$ cat src/rtl/pool_stream.sv
// Streaming max pooler over WINDOW-sample windows with early close on in_last_i.
// Define POOL_AVG_EN to add a mode_i port and an averaging path (mode_i=1).
module pool_stream #(
    parameter int INTEGER_BITS     = 9,
    parameter int FIXED_POINT_BITS = 4,
    parameter int WINDOW           = 4,
    localparam int W = INTEGER_BITS + FIXED_POINT_BITS,
    localparam int L = $clog2(WINDOW)
) (
    input  logic         clk_i,
    input  logic         rst_ni,
    input  logic         in_valid_i,
    output logic         in_ready_o,
    input  logic [W-1:0] in_data_i,
    input  logic         in_last_i,
    output logic         out_valid_o,
    input  logic         out_ready_i,
    output logic [W-1:0] out_data_o,
    output logic [L:0]   out_count_o
`ifdef POOL_AVG_EN
    ,
    input  logic         mode_i
`endif
);

    typedef enum logic [0:0] {StAccum, StHold} state_e;

    localparam logic [L:0] WinCnt = (L + 1)'(WINDOW);

    state_e       state_q, state_d;
    logic [L:0]   count_q, count_d;
    logic [W-1:0] run_q, run_d;
    logic [W-1:0] out_data_q, out_data_d;
    logic [L:0]   out_count_q, out_count_d;

    logic         accept, first, close;
    logic [L:0]   cnt_inc;
    logic [W-1:0] max_val, result;

`ifdef POOL_AVG_EN
    logic                  mode_q, mode_d, mode_eff;
    logic signed [W+L-1:0] sum_q, sum_d, in_ext, sum_next, avg_full;

    assign mode_eff = first ? mode_i : mode_q;
    assign in_ext   = {{L{in_data_i[W-1]}}, in_data_i};
    assign sum_next = first ? in_ext : sum_q + in_ext;
    // Always divide by WINDOW, even for a partial window.
    assign avg_full = sum_next >>> L;
    assign result   = mode_eff ? avg_full[W-1:0] : max_val;
`else
    assign result = max_val;
`endif

    // In HOLD the slot frees up as the result leaves, giving zero-bubble streaming.
    assign in_ready_o  = rst_ni && ((state_q == StAccum) || out_ready_i);
    assign accept      = in_valid_i && in_ready_o;
    assign first       = (count_q == '0);
    assign cnt_inc     = count_q + 1'b1;
    assign max_val     = (first || ($signed(in_data_i) > $signed(run_q))) ? in_data_i : run_q;
    assign close       = accept && ((cnt_inc == WinCnt) || in_last_i);
    assign out_valid_o = (state_q == StHold);
    assign out_data_o  = out_data_q;
    assign out_count_o = out_count_q;

    always_comb begin
        state_d     = state_q;
        count_d     = count_q;
        run_d       = run_q;
        out_data_d  = out_data_q;
        out_count_d = out_count_q;
`ifdef POOL_AVG_EN
        sum_d       = sum_q;
        mode_d      = mode_q;
`endif
        if ((state_q == StHold) && out_ready_i) begin
            state_d = StAccum;
        end
        if (accept) begin
            run_d = max_val;
`ifdef POOL_AVG_EN
            sum_d  = sum_next;
            mode_d = mode_eff;
`endif
            if (close) begin
                out_data_d  = result;
                out_count_d = cnt_inc;
                count_d     = '0;
                state_d     = StHold;
            end else begin
                count_d = cnt_inc;
            end
        end
    end

    always_ff @(posedge clk_i or negedge rst_ni) begin
        if (!rst_ni) begin
            state_q     <= StAccum;
            count_q     <= '0;
            run_q       <= '0;
            out_data_q  <= '0;
            out_count_q <= '0;
`ifdef POOL_AVG_EN
            sum_q       <= '0;
            mode_q      <= 1'b0;
`endif
        end else begin
            state_q     <= state_d;
            count_q     <= count_d;
            run_q       <= run_d;
            out_data_q  <= out_data_d;
            out_count_q <= out_count_d;
`ifdef POOL_AVG_EN
            sum_q       <= sum_d;
            mode_q      <= mode_d;
`endif
        end
    end

endmodule

$ cat config.mk
export PLATFORM = sky130hd
export DESIGN_NAME = pool_stream
export DESIGN_NICKNAME = d
export VERILOG_FILES = /design/src/rtl/pool_stream.sv
export SDC_FILE = /design/constraint.sdc
export NUM_CORES = 1
export LEC_CHECK = 0
export BUFFER_PORTS_ARGS = -buffer_cell sky130_fd_sc_hd__buf_4
export CAP_MARGIN = 20
export CORE_ASPECT_RATIO = 1.4
export CORE_UTILIZATION = 50
export DETAILED_ROUTE_END_ITERATION = 6
export GPL_TIMING_DRIVEN = 1
export HOLD_SLACK_MARGIN = 0.02
export PLACE_DENSITY = 0.72
export SKIP_CTS_REPAIR_TIMING = 1
export SLEW_MARGIN = 10
export SYNTH_ARGS = -nofsm -noshare
export SYNTH_HDL_FRONTEND = slang
export SYNTH_SLANG_ARGS = --single-unit
export TNS_END_PERCENT = 20
$ cat constraint.sdc
create_clock -name clk_i -period 2.42 [get_ports clk_i]
set_clock_uncertainty 0.1 [all_clocks]
set_input_delay 0.121 -clock clk_i [delete_from_list [all_inputs] [get_ports clk_i]]
set_output_delay 0.121 -clock clk_i [all_outputs]
set_load 0.05 [all_outputs]
## After elaboration in Yosys (flattened, before gate mapping)

Cells that the tools add are included.
Widths: inputs -> output; s select.

- Register bits: 33
- Input bits: 18
- Output and inout port bits: 18
- Logic and storage cells: 23

- Add/subtract/negate cells: 1
- $lt $le $gt $ge: 1
- Eq/ne operators: 1
- Muxes and demuxes: 5
- Bitwise logic cells: 1
- Reduce and logical (&&, ||, !) cells: 9

Operators with widths:

| cell | number |
|---|---|
| $gt 13x13->1 | 1 |
| $mux 13 | 1 |
| $logic_and 1x1->1 | 4 |
| $add 3x1->3 const B | 1 |
| $eq 3x3->1 const B | 1 |
| $logic_not 3->1 | 1 |
| $logic_or 1x1->1 | 3 |
| $mux 1 | 3 |
| $mux 3 | 1 |
| $reduce_and 2->1 | 1 |
| $not 1->1 | 1 |

## Logic depth before layout (Yosys ltp)

Gate-level depths: netlist of run 1.

- Word-level depth: 7
- Gate-level depth with buffers: 8
- Mapped depth without buffers: 7

## Worst setup path after synthesis of run 1

OpenSTA, ideal clock, no wires.

- Path kind: register to register
- Start: register run_q[12]
- End: register run_q[10]
- Library setup time: 125 ps
- Arrival: 1941 ps
- Data required time: 2195 ps
- Setup slack: 253 ps
- Stages on the path, launching flop included: 9
- Buffers on the path: 1
- Period minus slack after synthesis: 2167 ps
- Cells stage by stage: dfrtp_1 -> inv_1 -> ha_1 -> nand4_1 -> o41ai_1 -> and2_2 -> a211o_4 -> buf_12 -> mux2_4

- Longest elaborated chain between the ends: 3

RTL lines:

| element | RTL line | source |
|---|---|---|
| start, declared | 32 | `logic [W-1:0] run_q, run_d;` |
| start signal, assigned | 109 | `run_q <= run_d;` |
| $gt 13x13->1 | 59 | `assign max_val = (first \|\| ($signed(in_data_i) > $signed(run_q))) ? in_data_i : run_q;` |
| $logic_or 1x1->1 | 59 |  |
| $mux 13 | 59 |  |

Every way passes these cells.
A chain may end at the register's enable or synchronous reset.

## Worst setup path after layout of run 1

- Start: input in_data_i[3]
- End: register run_q[0]

- Longest elaborated chain between the ends: 3

RTL lines:

| element | RTL line | source |
|---|---|---|
| start, declared | 14 | `input logic [W-1:0] in_data_i,` |
| $gt 13x13->1 | 59 |  |
| $logic_or 1x1->1 | 59 |  |
| $mux 13 | 59 |  |

Every way passes these cells.

==> results.json, run 1 <==
{
  "tightest_slew_ns": 0.4710,
  "dp_hpwl_um": 3793,
  "fp.dieH_um": 77.85,
  "synth_seq_cells": 33,
  "rows": 27,
  "vias": 1861,
  "grt_max_degree": 35,
  "place.gp.congestion": 0.9034,
  "ioPinCount": 36,
  "worstSetupStartpoint": "in_data_i[3]",
  "clk_pin_slew_ns": 0.07,
  "nNetsFinal": 294,
  "slew-limit-headroom": 0.6860,
  "stdcell_count": 304,
  "end_kind": "flip-flop",
  "h-tree-depth": 2,
  "drive_above_1_share": 0.2644,
  "slew_viol_final": 0,
  "cts_made_buffers": 5,
  "initial_utilization": 0.5243,
  "max_freq_mhz": 427.5,
  "min_to": "run_q[6]$_DFFE_PN0P_",
  "synth.avg_cell_area_um2": 9.830,
  "grt_use_total": 0.2580,
  "antenna_found_initial": 0,
  "cp-start-kind": "input pin",
  "crit_type": "input pin to flip-flop",
  "ir_worst_vdd_mv": 0.6771,
  "finalHoldViolations": 0,
  "max_cap_viol_count": 0,
  "wl_per_cell_um": 17.68,
  "r2r-end": "run_q[0]$_DFFE_PN0P_",
  "min_period_ns": 2.339,
  "synth-edff-count": 0,
  "overflow": 0,
  "worst_slack_ns": 0.08055,
  "yosys.cell_types.count": 33,
  "grt_pass1_vias": 1824,
  "clk_path_buf_depth": 2,
  "leakagePower_nw": 1.249,
  "reg2reg_depth": 7,
  "synth_flop_cell": "dfrtp_1",
  "cts-root-buf": "clkbuf_8",
  "cts_tree": "built",
  "powerDensity_nw_per_um2": 958.9,
  "fin_util": 0.6606,
  "worst_path_max_delay_cell": "dlygate4sd3_1",
  "synth_area_leaders": "dfrtp_1 (40%), ha_1 (9.7%), mux2_4 (7.3%), nand3_1 (7.1%), o2111ai_1 (6.0%)",
  "synth_cells": 209,
  "numPortBuffers": 35,
  "grt_pass1_wl_um": 8631,
  "clock_sinks": 33,
  "status": "completed",
  "fin_total_pwr_mw": 2.482,
  "dieWidth_um": 56.18,
  "cp.required_ns": 2.49,
  "setup_viol": 0,
  "num_antenna_cells": 0,
  "drc": 0,
  "rr_startpoint": "run_q[12]$_DFFE_PN0P_",
  "syn_nets": 243,
  "hold_depth": 2,
  "cp_max_fo": 13,
  "yosysSeqAreaShare": 0.4019,
  "synthArstFlopShare": 1.000,
  "timing.final.crit_share": 0.9667,
  "pre_cts_slack_ns": 0.06672,
  "critical-path-max-stage-delay_ns": 0.53,
  "core_area_um2": 3919,
  "clock_latency_ns": 0.29,
  "yosys.area.top_type": "dfrtp_1",
  "vias_per_cell": 6.122,
  "yosysWarnings": 0,
  "dieArea_um2": 4373,
  "drtIter0Drc": 44,
  "antenna_left": 0,
  "routed_wl_um": 5375,
  "r2r_setup_slack_ns": 0.10,
  "timing.critical_path.cells": "dlygate4sd3_1 > buf_4 > ha_1 > a21oi_1 > a21boi_1 > o31ai_2 > a211o_4 > mux2_2",
  "hold_class": "input pin to flip-flop",
  "hold_start": "in_data_i[6]",
  "synthesis.area_um2": 2054,
  "syn_to_final_growth_pct": 26.00,
  "hold_slack_ns": 0.02123,
  "synth_top_area_frac": 0.4019,
  "dp_cells": 283,
  "drt_first_pass_iters": 4,
  "cp.arrival_ns": 2.41
}
sequential cells by signal, summed over array words and instances (netlist names):
register	flops
out_valid_o	1
count_q	3
run_q	13
out_data_o	13
out_count_o	3
through the flow:
stage / instance area (µm²) / setup TNS, ns
global placement: 2369 / 0
CTS: 2451 / 0
floorplan: 2054 / 0
detailed placement: 2369 / 0
finish: 2589 / 0
global route: 2589 / -0.06931
layout by cell type, fill, tap and decap left out, drive strengths merged, types with 2 or more instances in the layout:
master,instances
nand4,3
clkinv,2
ha,16
o21ai,6
a21oi,6
nor3,12
clkbuf,6
nand2b,4
nor2,4
buf,44
a22oi,13
nand2,13
nand3,29
and2,2
mux2,13
inv,17
o2111ai,14
dlygate4sd3,13
dfrtp,33
synth_stat cells (3+ instances only):
library cell	n
nor3_1	12
mux2_2	3
nand3_1	29
o2111ai_1	14
buf_2	4
o21ai_0	5
nand2_1	13
a21oi_1	5
a22oi_1	13
inv_1	17
ha_1	16
dfrtp_1	33
mux2_4	10
clkbuf_1	8
nand4_1	3
nand2b_1	4
nor2_1	4
cells by family after synthesis:
| family | after synthesis | synth area share |
|---|---|---|
| simple gates | 71 | 0.1730 |
| compound gates | 45 | 0.1687 |
| flops | 33 | 0.4019 |
| buf+inv | 30 | 0.06517 |
| fa+ha+maj | 16 | 0.09744 |
| mux | 13 | 0.08952 |
| xor+xnor | 1 | 0.004264 |
area by class of cell:
class                   count  area (µm²)
fillers                   337        1330
multi-input cells         146        1102
flip-flops and latches     33       825.8
repair buffers             57       460.4
clock buffers               6       72.57
inverters                  17       63.81
well taps                  43       53.80
clock inverters             2       10.01
metal layers:
layer / global-route usage / vias to the layer above / share of wire
met2: 0.4476 / 75 / 0.51
li1: - / 874 / -
met3: 0.04833 / 26 / 0.043
met5: 0 / - / 0
met4: 0.1707 / 0 / 0.054
met1: 0.2818 / 886 / 0.39
worst max-delay path: cells and delay by family:
family,cells,cell delay [ns]
AO/OA/AOI/OAI,4,0.91
buffers and inverters,2,0.68
multiplexers,1,0.37
adder cells (fa/ha/maj),1,0.33
worst max path at each step:
stage	to	slack, ns	depth (start not counted)
floorplan	run_q[10]$_DFFE_PN0P_	0.25	8
global placement	run_q[12]$_DFFE_PN0P_	0.15	7
detailed placement	run_q[0]$_DFFE_PN0P_	0.07	7
CTS	run_q[0]$_DFFE_PN0P_	0.05	7
global route	run_q[0]$_DFFE_PN0P_	-0.03	7
finish	run_q[0]$_DFFE_PN0P_	0.08	8
power breakdown:
group | internal (mW) | leakage (nW) | switching (mW)
clock network | 0.199 | 0.0450 | 0.206
logic | 0.471 | 0.798 | 0.764
registers | 0.733 | 0.405 | 0.109
Power figures use the tool's default switching activity.
==> run 2: changes to the inputs <==
--- a/config.mk
+++ b/config.mk
@@ -7,12 +7,14 @@
 export LEC_CHECK = 0
 export BUFFER_PORTS_ARGS = -buffer_cell sky130_fd_sc_hd__buf_4
 export CAP_MARGIN = 20
+export CELL_PAD_IN_SITES_DETAIL_PLACEMENT = 2
+export CELL_PAD_IN_SITES_GLOBAL_PLACEMENT = 2
 export CORE_ASPECT_RATIO = 1.4
-export CORE_UTILIZATION = 50
+export CORE_UTILIZATION = 35
 export DETAILED_ROUTE_END_ITERATION = 6
 export GPL_TIMING_DRIVEN = 1
 export HOLD_SLACK_MARGIN = 0.02
-export PLACE_DENSITY = 0.72
+export PLACE_DENSITY_LB_ADDON = 0.1
 export SKIP_CTS_REPAIR_TIMING = 1
 export SLEW_MARGIN = 10
 export SYNTH_ARGS = -nofsm -noshare
==> run 2 against run 1 <==
- the flow now finishes with violations (negative setup slack)
- non-clock buffer count is 6 higher
- cell area is 6.0% higher
- critical path depth stayed put
==> results.json, run 2 (synthesized netlist as in run 1, its figures left out) <==
{
  "status": "finished with violations",
  "violations": "negative setup slack",
  "end_kind": "flip-flop",
  "dp_hpwl_um": 4957,
  "mostFrequentLayoutCells": "buf_4 (48), dfrtp_1 (33), nand3_1 (29)",
  "powerDensity_nw_per_um2": 979.9,
  "cp_max_fo": 6,
  "grt_pass1_vias": 2198,
  "cts_made_buffers": 5,
  "timing.final.crit_share": 1.015,
  "wl_per_cell_um": 23.06,
  "nNetsFinal": 300,
  "grt_max_degree": 35,
  "vias": 1961,
  "core_area_um2": 5565,
  "cp-start-kind": "flip-flop",
  "drtIter0Drc": 53,
  "grt_use_total": 0.2467,
  "cts_tree": "built",
  "syn_to_final_growth_pct": 33.62,
  "vias_per_cell": 5.871,
  "antenna_found_initial": 0,
  "slew-limit-headroom": 0.5535,
  "tightest_slew_ns": 0.6698,
  "dieWidth_um": 66.75,
  "max_cap_viol_count": 0,
  "cp.required_ns": 2.50,
  "hold_class": "input pin to flip-flop",
  "drive_above_1_share": 0.2932,
  "routed_wl_um": 7703,
  "clock_latency_ns": 0.30,
  "fin_util": 0.4933,
  "cts-root-buf": "clkbuf_8",
  "worst_slack_ns": -0.03530,
  "min_period_ns": 2.455,
  "num_antenna_cells": 0,
  "clk_path_buf_depth": 2,
  "h-tree-depth": 2,
  "clk_pin_slew_ns": 0.07,
  "ir_worst_vdd_mv": 0.4694,
  "setup_viol": 10,
  "drt_first_pass_iters": 4,
  "drc": 0,
  "dieArea_um2": 6184,
  "slew_viol_final": 0,
  "layout_commonest_cell": "buf_4",
  "finalHoldViolations": 0,
  "max_freq_mhz": 407.3,
  "cp.arrival_ns": 2.54,
  "place.gp.congestion": 0.8338,
  "dp_cells": 310,
  "grt_pass1_wl_um": 11040,
  "clock_sinks": 33,
  "ioPinCount": 36,
  "leakagePower_nw": 1.287,
  "stdcell_count": 334,
  "numPortBuffers": 35,
  "rows": 32,
  "fp.dieH_um": 92.65,
  "pre_cts_slack_ns": -0.1174,
  "overflow": 0,
  "initial_utilization": 0.3692,
  "crit_type": "flip-flop to flip-flop",
  "antenna_left": 0
}
## run 2: changes by cell type in the layout (fill, tap and decap cells not counted)
cell / before / now
and2_2: 1 / 0
and2_4: 0 / 1
buf_12: 0 / 2
buf_4: 44 / 48
clkbuf_8: 5 / 6
clkinv_2: 2 / 0
ha_1: 16 / 12
ha_4: 0 / 4
## run 2: final cells by class
cell class / count / area [µm²]
fill: 587 / 2820
multi-input combinational: 146 / 1154
sequential: 33 / 825.8
timing repair buffer: 63 / 530.5
clock buffer: 7 / 86.33
tap: 68 / 85.08
inverter: 17 / 63.81
## run 2: metrics by stage
step	instance area, µm²	total power [mW]	hold WS [ns]	TNS [ns]
after floorplan	2054	1.704	-0.2746	0
after global placement	2415	2.069	0.09384	0
after detailed placement	2415	2.130	0.1110	-0.7336
after CTS	2501	2.577	-0.2111	-0.9857
after global routing	2745	2.824	0.02097	-0.8276
final	2745	2.690	0.01370	-0.2921
## run 2: worst paths after layout
| kind | from | end | slack (ns) | cells past startpoint |
|---|---|---|---|---|
| max | run_q[10]$_DFFE_PN0P_ | run_q[6]$_DFFE_PN0P_ | -0.04 | 8 |
| min | out_ready_i | out_valid_o$_DFF_PN0_ | 0.01 | 3 |
| min reg2reg | out_count_o[2]$_DFFE_PN0P_ | out_count_o[2]$_DFFE_PN0P_ | 0.38 | 2 |
| max reg2reg | run_q[10]$_DFFE_PN0P_ | run_q[6]$_DFFE_PN0P_ | -0.04 | 8 |
| max in group asynchronous | rst_ni | out_data_o[3]$_DFFE_PN0P_ | 1.57 | 3 |
| min in group asynchronous | rst_ni | run_q[10]$_DFFE_PN0P_ | 0.32 | 3 |
## run 2: power by group
| part | internal (mW) | switching [mW] |
|---|---|---|
| logic | 0.536 | 0.859 |
| registers | 0.733 | 0.117 |
| clock network | 0.226 | 0.219 |
## run 2: metal layers
layer | global-route usage | routed length (µm) | vias up
met1 | 0.2715 | 3080 | 1004
met5 | 0 | 0 | -
met4 | 0.1011 | 257 | 0
li1 | - | - | 887
met3 | 0.04064 | 220 | 20
met2 | 0.4512 | 4145 | 50
## run 2: critical path, cell delays in order (launching register included)
cell and delay [ns]:
dfrtp_1 0.36, inv_1 0.08, ha_4 0.29, a21oi_1 0.09
o2111ai_1 0.39, a21oi_1 0.15, a211o_4 0.42, buf_12 0.16
mux2_4 0.29
==> run 3: changes to the inputs <==
--- a/config.mk
+++ b/config.mk
@@ -10,11 +10,13 @@
 export CELL_PAD_IN_SITES_DETAIL_PLACEMENT = 2
 export CELL_PAD_IN_SITES_GLOBAL_PLACEMENT = 2
 export CORE_ASPECT_RATIO = 1.4
+export CORE_MARGIN = 2
 export CORE_UTILIZATION = 35
 export DETAILED_ROUTE_END_ITERATION = 6
 export GPL_TIMING_DRIVEN = 1
 export HOLD_SLACK_MARGIN = 0.02
 export PLACE_DENSITY_LB_ADDON = 0.1
+export RECOVER_POWER = 50
 export SKIP_CTS_REPAIR_TIMING = 1
 export SLEW_MARGIN = 10
 export SYNTH_ARGS = -nofsm -noshare
==> constraint.sdc (replaced) <==
create_clock -name clk_i -period 2.5 [get_ports clk_i]
set_clock_uncertainty 0.1 [all_clocks]
set_input_delay 0.125 -clock clk_i [delete_from_list [all_inputs] [get_ports clk_i]]
set_output_delay 0.125 -clock clk_i [all_outputs]
set_load 0.05 [all_outputs]
==> run 3 against run 2 <==
- the flow now finishes without violations
- register-to-register slack improved by 0.19 ns
- sequential power down 3.5%
- sequential share of layout area rose by 1.0 points
- via count is 1.8% lower
- sequential cell count unchanged
- largest power group unchanged
==> results.json, run 3 (synthesized netlist as in run 1, its figures left out) <==
{
  "drtIter0Drc": 49,
  "dp_hpwl_um": 4717,
  "grt_pass1_vias": 2155,
  "powerDensity_nw_per_um2": 919.4,
  "min_period_ns": 2.404,
  "place.gp.congestion": 0.7922,
  "rows": 33,
  "slew-limit-headroom": 0.3823,
  "drc": 0,
  "cts_made_buffers": 5,
  "cp-start-kind": "input pin",
  "overflow": 0,
  "tightest_slew_ns": 0.9266,
  "clk_path_buf_depth": 2,
  "clock_latency_ns": 0.29,
  "status": "completed",
  "drt_first_pass_iters": 4,
  "pre_cts_slack_ns": -0.08762,
  "place_area_um2": 2395,
  "routed_wl_um": 7112,
  "drive_above_1_share": 0.2425,
  "fillers": 647,
  "num_antenna_cells": 0,
  "grt_pass1_wl_um": 11120,
  "p_sw_mw": 1.103,
  "fp.dieH_um": 94.65,
  "dieWidth_um": 68.75,
  "cp_max_fo": 9,
  "p_clk_frac": 0.165,
  "crit_type": "input pin to flip-flop",
  "syn_to_final_growth_pct": 29.17,
  "worstSetupStartpoint": "in_data_i[6]",
  "max_cap_viol_count": 0,
  "rr_startpoint": "run_q[8]$_DFFE_PN0P_",
  "mostFrequentLayoutCells": "buf_4 (37), dfrtp_1 (33), nand3_1 (29)",
  "vias": 1925,
  "numPortBuffers": 35,
  "setup_viol": 0,
  "combPwrFrac": 0.499,
  "antenna_left": 0,
  "stdcell_area_um2": 2654,
  "dieArea_um2": 6507,
  "cts-root-buf": "clkbuf_8",
  "timing.final.crit_share": 0.9616,
  "worst_slack_ns": 0.09608,
  "grt_max_degree": 35,
  "initial_utilization": 0.3554,
  "internal_power_mw": 1.337,
  "hold_start": "in_data_i[8]",
  "layout_commonest_cell": "buf_4",
  "wl_per_cell_um": 21.04,
  "max_freq_mhz": 416.0,
  "antenna_found_initial": 0,
  "slew_viol_final": 0,
  "seq_power_share": 0.336,
  "rsz0062_at_grt": "no",
  "finalHoldViolations": 0,
  "stdcell_count": 338,
  "nNetsFinal": 301,
  "clock_sinks": 33,
  "dp_cells": 309,
  "ir_worst_vdd_mv": 0.3605,
  "h-tree-depth": 2,
  "hold_class": "input pin to flip-flop",
  "cp.required_ns": 2.58,
  "cp.arrival_ns": 2.48,
  "core_area_um2": 5781,
  "ioPinCount": 36,
  "clk_pin_slew_ns": 0.07,
  "cts_tree": "built",
  "leakagePower_nw": 1.247,
  "power.share.switching": 0.4521,
  "end_kind": "flip-flop",
  "grt_use_total": 0.2345,
  "vias_per_cell": 5.695
}
[run 3: area by class of cell]
class / instances / area (µm²) / share of cell area
Inverter: 17 / 63.81 / 0.02405
Clock buffer: 6 / 72.57 / 0.02735
Timing Repair Buffer: 64 / 491.7 / 0.1853
Sequential cell: 33 / 825.8 / 0.3112
Tap cell: 70 / 87.58 / 0.03300
Clock inverter: 2 / 10.01 / 0.003772
Multi-Input combinational cell: 146 / 1102 / 0.4154
[run 3: path summary, 6_finish.rpt]
| kind | to | slack, ns | depth (start not counted) |
|---|---|---|---|
| hold / removal | out_data_o[8]$_DFFE_PN0P_ | 0.04 | 3 |
| hold reg to reg | out_count_o[0]$_DFFE_PN0P_ | 0.40 | 2 |
| min in group asynchronous | out_data_o[9]$_DFFE_PN0P_ | 0.56 | 3 |
| max in group asynchronous | out_data_o[7]$_DFFE_PN0P_ | 1.16 | 3 |
| setup / recovery | run_q[10]$_DFFE_PN0P_ | 0.1 | 9 |
| setup reg to reg | run_q[10]$_DFFE_PN0P_ | 0.15 | 8 |
[run 3: per-layer routing]
layer / global-route usage / routed length, µm
met1: 0.2788 / 2910
met2: 0.4183 / 3825
met3: 0.04052 / 261
met4: 0.07190 / 114
met5: 0 / 0
[run 3: metrics by stage]
stage	hold slack (ns)	total power [mW]	TNS, ns	util
after floorplan	-0.2706	1.649	0	-
after global placement	0.1114	1.989	0	0.4143
after detailed placement	0.1308	2.042	-0.2834	0.4143
after CTS	-0.1901	2.467	-0.7077	0.4286
after global routing	0.04274	2.602	0	0.4591
final	0.03683	2.440	0	0.4591
[run 3: power groups by stage]
stage | logic [mW] | registers, mW | clock network, mW
2_1_floorplan | 0.527 | 1.12 | 0
3_3_place_gp | 1.17 | 0.818 | 0
3_5_place_dp | 1.21 | 0.830 | 0
4_1_cts | 1.23 | 0.821 | 0.415
5_1_grt | 1.32 | 0.843 | 0.444
6_report | 1.22 | 0.820 | 0.402
[run 3: critical path, stage by stage]
cell and delay (ns):
dlygate4sd3_1 0.55, buf_4 0.15, ha_1 0.29, nand4_1 0.16, o41ai_2 0.35, and2_2 0.23
a211o_4 0.18, buf_4 0.15, mux2_4 0.29
